File: config.mk
export PLATFORM = sky130hd
export DESIGN_NAME = intr_ctrl
export DESIGN_NICKNAME = d
export VERILOG_FILES = /design/src/rtl/intr_ctrl.sv
export SDC_FILE = /design/constraint.sdc
export NUM_CORES = 1
export LEC_CHECK = 0
export ABC_AREA = 1
export CORE_ASPECT_RATIO = 2
export CORE_MARGIN = 1
export CORE_UTILIZATION = 25
export CTS_CLUSTER_DIAMETER = 60
export DETAILED_ROUTE_END_ITERATION = 8
export GPL_ROUTABILITY_DRIVEN = 0
export PLACE_DENSITY = 0.5
export SETUP_SLACK_MARGIN = 0.05
export SKIP_CTS_REPAIR_TIMING = 1
export SYNTH_ARGS = -nofsm -noshare
export SYNTH_HDL_FRONTEND = slang
export SYNTH_SLANG_ARGS = --single-unit
File: constraint.sdc
create_clock -name Clk -period 1.7 [get_ports Clk]
set_input_delay 0.17 -clock Clk [delete_from_list [all_inputs] [get_ports Clk]]
set_output_delay 0.17 -clock Clk [all_outputs]
set_load 0.005 [all_outputs]
File: src/rtl/intr_ctrl.sv
// Interrupt controller for IO0..IO(NDEV-1): fast/normal arbitration, CPU request/acknowledge
// handshake, one-hot int_ack pulse and io_enable, with one level of fast-over-normal nesting.
module intr_ctrl #(
   parameter int NDEV    = 3,
   parameter int ACK_CYC = 2
) (
   input  logic            Clk,
   input  logic            Reset,
   input  logic [NDEV-1:0] fintr,
   input  logic [NDEV-1:0] intr,
   input  logic            cpu_inta,
   input  logic            cpu_reti,
   output logic            cpu_fint,
   output logic            cpu_int,
   output logic [NDEV-1:0] int_ack,
   output logic [NDEV-1:0] io_enable,
   output logic [2:0]      vector,
   output logic            busy
);

   typedef enum logic [2:0] {IDLE, REQ, ACK, SVC, NREQ, NACK, NSVC} state_t;
   localparam int CW = (ACK_CYC > 1) ? $clog2(ACK_CYC) : 1;

   state_t        state_q, state_d;
   logic [2:0]    win_q, win_d;   // {fast, id} currently offered to the CPU
   logic [2:0]    cur_q, cur_d;   // {fast, id} currently in service
   logic [1:0]    stk_q, stk_d;   // preempted normal device
   logic [2:0]    vec_q, vec_d;
   logic [CW-1:0] cnt_q, cnt_d;

   logic          any_f, any_n, any_req;
   logic [1:0]    id_f, id_n;
   logic [2:0]    arb_all;
   logic [NDEV-1:0] cur_oh;

   // Scan from the top index down so the lowest requesting index is the one left standing.
   always_comb begin
      any_f = 1'b0;
      any_n = 1'b0;
      id_f  = '0;
      id_n  = '0;
      for (int i = NDEV - 1; i >= 0; i--) begin
         if (fintr[i]) begin
            any_f = 1'b1;
            id_f  = 2'(i);
         end
         if (intr[i]) begin
            any_n = 1'b1;
            id_n  = 2'(i);
         end
      end
   end

   assign any_req = any_f | any_n;
   assign arb_all = any_f ? {1'b1, id_f} : {1'b0, id_n};

   // NOTE: every signal driven here gets a default first, so no path leaves it unassigned
   // and no latch is inferred.
   always_comb begin
      state_d = state_q;
      win_d   = win_q;
      cur_d   = cur_q;
      stk_d   = stk_q;
      vec_d   = vec_q;
      cnt_d   = cnt_q;
      case (state_q)
         IDLE: begin
            if (any_req) begin
               win_d   = arb_all;
               state_d = REQ;
            end
         end
         REQ: begin
            if (cpu_inta) begin
               vec_d   = win_q;
               cur_d   = win_q;
               cnt_d   = '0;
               state_d = ACK;
            end else if (any_req) begin
               win_d = arb_all;
            end else begin
               state_d = IDLE;
            end
         end
         ACK, NACK: begin
            if (cnt_q == CW'(ACK_CYC - 1)) state_d = (state_q == ACK) ? SVC : NSVC;
            else                          cnt_d   = cnt_q + 1'b1;
         end
         SVC: begin
            if (cpu_reti) begin
               state_d = IDLE;
            end else if (!cur_q[2] && any_f) begin
               stk_d   = cur_q[1:0];
               win_d   = {1'b1, id_f};
               state_d = NREQ;
            end
         end
         NREQ: begin
            // Only fast requests may preempt; the normal device keeps io_enable meanwhile.
            if (cpu_inta) begin
               vec_d   = win_q;
               cur_d   = win_q;
               cnt_d   = '0;
               state_d = NACK;
            end else if (any_f) begin
               win_d = {1'b1, id_f};
            end else begin
               state_d = SVC;
            end
         end
         NSVC: begin
            if (cpu_reti) begin
               cur_d   = {1'b0, stk_q};
               state_d = SVC;
            end
         end
         default: state_d = IDLE;
      endcase
   end

   // NOTE: sequential state uses non-blocking assignments so every register samples the
   // pre-edge values of the others.
   always_ff @(posedge Clk or posedge Reset) begin
      if (Reset) begin
         state_q <= IDLE;
         win_q   <= '0;
         cur_q   <= '0;
         stk_q   <= '0;
         vec_q   <= '0;
         cnt_q   <= '0;
      end else begin
         state_q <= state_d;
         win_q   <= win_d;
         cur_q   <= cur_d;
         stk_q   <= stk_d;
         vec_q   <= vec_d;
         cnt_q   <= cnt_d;
      end
   end

   // Outputs decode registered state only, so an async reset clears them at once.
   assign cur_oh    = NDEV'(1) << cur_q[1:0];
   assign cpu_fint  = ((state_q == REQ) && win_q[2]) || (state_q == NREQ);
   assign cpu_int   = (state_q == REQ) && !win_q[2];
   assign busy      = (state_q == ACK) || (state_q == SVC) || (state_q == NREQ) ||
                      (state_q == NACK) || (state_q == NSVC);
   assign io_enable = busy ? cur_oh : '0;
   assign int_ack   = ((state_q == ACK) || (state_q == NACK)) ? cur_oh : '0;
   assign vector    = vec_q;

endmodule

==> results by stage <==
Run status:
- The flow ran to the end, and the final reports show no timing, DRC or antenna violations.

Floorplan:
- In this run the horizontal extent of the chip is between 40 and 50 um.
- The die covers between 4000 and 5000 um2.
- The number of top-level pins is 22.
- The initial utilization of the core area, before any placement, comes to a little over a quarter.
- The initialized floorplan defines 32 standard-cell rows.
- The die boundary height is around 92 um.
- The core region is around 3800 um2.

Power and ir drop:
- The leakage component of the power is slightly below 0.0009 uW.
- The design draws roughly 2300 uW.
- Power spread over the standard cell area amounts to approximately 1600 nW/um2.
- VDD sags by at most between 0.0006 and 0.0007 V.

Synth:
- Counting every net in the synthesized netlist gives between 150 and 200.
- The average instance in the mapped netlist occupies around 6.8 um2.
- After synthesis the cells add up to approximately 1000 um2.
- The post-synthesis register bit count is 15.
- The synthesized netlist contains 19 unique library cells.
- The share of the yosys chip area belonging to registers is 37.3%.
- The cell count after synthesis is 148.
- The yosys synthesis warning count is 0.

Route:
- The routed design has 2.81 mm of wire.
- The vias per cell is about 4.4.
- The DRC violation count after routing is 0.
- For this block, the via count after detailed routing is 1067.
- Once detail routing completed, the nets flagged for antenna violations numbered 0.
- The total iterations of the first detailed-routing run is 4.
- The iteration-0 DRC count of the detailed router is 31.
- In the final routed layout, each cell accounts on average for 11.7 um.

Hold path:
- The tightest min-delay check is of the in2async type.

Timing:
- The sum of negative setup slack is 0 ns.
- The final number of hold-violating endpoints is 0.
- The number of pins with negative max-slew slack in the final report is 0.
- The portion of the clock cycle consumed by the worst path in the final layout is between 90 and 100%.
- Derived from the worst setup path, the maximum achievable clock frequency is 588 MHz.
- For the finished layout, the period the worst path requires is roughly 1.7 ns.
- Once routing completed, OpenROAD measured the worst setup slack at approximately 0.00023 ns.
- Setup repair after global routing could not meet its margin everywhere.
- Setup violations remaining at the end of the flow were counted as 0.
- Between clock sinks in the finished design, the worst skew comes to between 0.0015 and 0.002 ns.
- The actual transition at the worst max-transition pin is 0.604 ns.
- The worst slew slack as a fraction of its limit is about three fifths.

Worst setup path:
- The critical path data required time is 1.53 ns.
- In this run the worst path has a maximum fanout of 7.
- The worst setup path is launched from a flop.
- The worst setup path is of the reg2out kind.
- The critical path capture point type is an output pin.
- Data on the critical path arrives at its endpoint at about 1.5 ns.

GRT:
- The total congestion overflow after global routing is 0.
- The wire length of the first global-routing pass is between 4 and 5 mm.
- The global-route usage over all layers is ~14%.
- The pin count of the biggest net entering global routing is 16.
- The initial antenna violation count is 0.
- The via count of the first global-routing pass is 1026.

Clock tree:
- The clock passes through at most 2 buffers.
- The clock latency on the worst-skew pair is between 0.2 and 0.3 ns.
- The number of clock sinks is 15.
- The number of clock buffers inserted by TritonCTS is 3.
- Clock-pin slew was measured on the worst setup and hold paths at about 0.07 ns.
- In this run the number of H-tree levels came out at 1.
- TritonCTS built the clock tree.
- The root buffer cell chosen for the clock tree is sky130_fd_sc_hd__clkbuf_8.

Placed design:
- Prior to clock tree synthesis, the placed netlist has a worst setup slack of -0.0990 ns.
- In this run the tool buffered the top-level ports with 21 buffer cells.
- The HPWL after detailed placement is 2.29 mm.
- Once placement completed, the tool counted placed cells totaling around 230.

Final layout:
- The area taken by multi-input logic gates is between 500 and 600 um2.
- The library cells used most frequently in the layout, excluding fill and tap cells, are 40 x sky130_fd_sc_hd__nand2_1, 21 x sky130_fd_sc_hd__inv_1, 19 x sky130_fd_sc_hd__buf_4.
- The final standard cell utilization of the core is just under 40%.
- Summing all flip-flop and latch instances after layout gives around 380 um2.
- Cells with a size suffix above 1 make up 29.5% of the layout.
- After filler insertion, the fill cell instance count of the layout stands at ~440.
- The non-filler instance count after layout is about 240.
- The number of nets at the end of the flow is ~200.
- The number of diodes is 0.
- The area overhead of the layout relative to synthesis is 47.0%.
- The library cell used most frequently in the layout, excluding fill and tap cells, is sky130_fd_sc_hd__nand2_1.

Job:
- The number of maximum-capacitance constraint violations is 0.
## cell families (layout without fill, tap and decap cells)
group           Yosys count  after routing  share of synthesized area, %
buf+inv                  30             72                          12.8
simple gates             87             87                          41.4
compound gates           16             16                          8.46
flops                    15             15                          37.3
## metrics by stage
step,area [um2],hold slack (ns)
2_1_floorplan,1010,0.0715
3_3_place_gp,1360,0.462
3_5_place_dp,1360,0.473
4_1_cts,1410,0.319
5_1_grt,1480,0.361
6_report,1480,0.285
## state kept, by name (all words and copies together), names as in the netlist
register  count
vector        3
cnt_q         1
state_q       3
win_q         3
stk_q         2
cur_q         3
## synthesized netlist by cell type
cell / count / area share (%)
sky130_fd_sc_hd__nand3_2: 1 / 1.0
sky130_fd_sc_hd__a21oi_1: 1 / 0.50
sky130_fd_sc_hd__inv_2: 6 / 2.2
sky130_fd_sc_hd__nand2_2: 6 / 3.7
sky130_fd_sc_hd__nor3_1: 7 / 3.5
sky130_fd_sc_hd__nor2_4: 2 / 2.2
sky130_fd_sc_hd__nand4_1: 3 / 1.9
sky130_fd_sc_hd__o21ai_0: 13 / 6.5
sky130_fd_sc_hd__o21ai_2: 1 / 0.87
sky130_fd_sc_hd__buf_6: 2 / 2.2
sky130_fd_sc_hd__dfrtp_1: 15 / 37
sky130_fd_sc_hd__nand2_1: 41 / 15
sky130_fd_sc_hd__nand3_1: 12 / 6.0
sky130_fd_sc_hd__inv_1: 21 / 7.8
sky130_fd_sc_hd__o22ai_1: 1 / 0.62
sky130_fd_sc_hd__nand2_4: 1 / 1.1
sky130_fd_sc_hd__nor2_2: 6 / 3.7
sky130_fd_sc_hd__nor2_1: 8 / 3.0
sky130_fd_sc_hd__clkinv_2: 1 / 0.50
## critical path, stage by stage (launching register included)
cell                      delay, ns
sky130_fd_sc_hd__dfrtp_2       0.45
sky130_fd_sc_hd__buf_4         0.15
sky130_fd_sc_hd__nor2_2        0.13
sky130_fd_sc_hd__nor2_2        0.06
sky130_fd_sc_hd__nand2_1       0.08
sky130_fd_sc_hd__buf_4         0.10
sky130_fd_sc_hd__inv_1         0.06
sky130_fd_sc_hd__nor3_1        0.12
sky130_fd_sc_hd__buf_2         0.14
## worst paths after layout
kind | cells after the start | slack [ns] | from | to
max | 8 | 0.0002 | state_q[0] | io_enable[1]
min | 2 | 0.28 | Reset | state_q[1]
max reg2reg | 10 | 0.13 | state_q[0] | win_q[2]
min reg2reg | 2 | 0.48 | win_q[0] | win_q[0]
max in group asynchronous | 2 | 0.99 | Reset | state_q[0]
min in group Clk | 2 | 0.48 | win_q[0] | win_q[0]
## power breakdown
part           switching (uW)  total [uW]  internal, uW
clock network             137         300           162
registers                 135         652           517
logic                     715        1380           665
total                     988        2330          1340
## metal layers
metal	global-route usage [%]	part of all wire [%]	vias up
met5	0	0	-
met4	7.14	4.1	0
met3	1.18	3.4	8
met2	26.6	57	34
met1	14.3	35	478
li1	-	-	547
## layout make-up
type                            count  share of cell area, %
Sequential cell                    15                   25.5
Timing Repair Buffer               40                   23.9
Inverter                           28                   7.19
Clock inverter                      1                  0.338
Tap cell                           51                   4.31
Clock buffer                        3                   2.79
Multi-Input combinational cell    103                   36.0
Power figures use the tool's default switching activity.
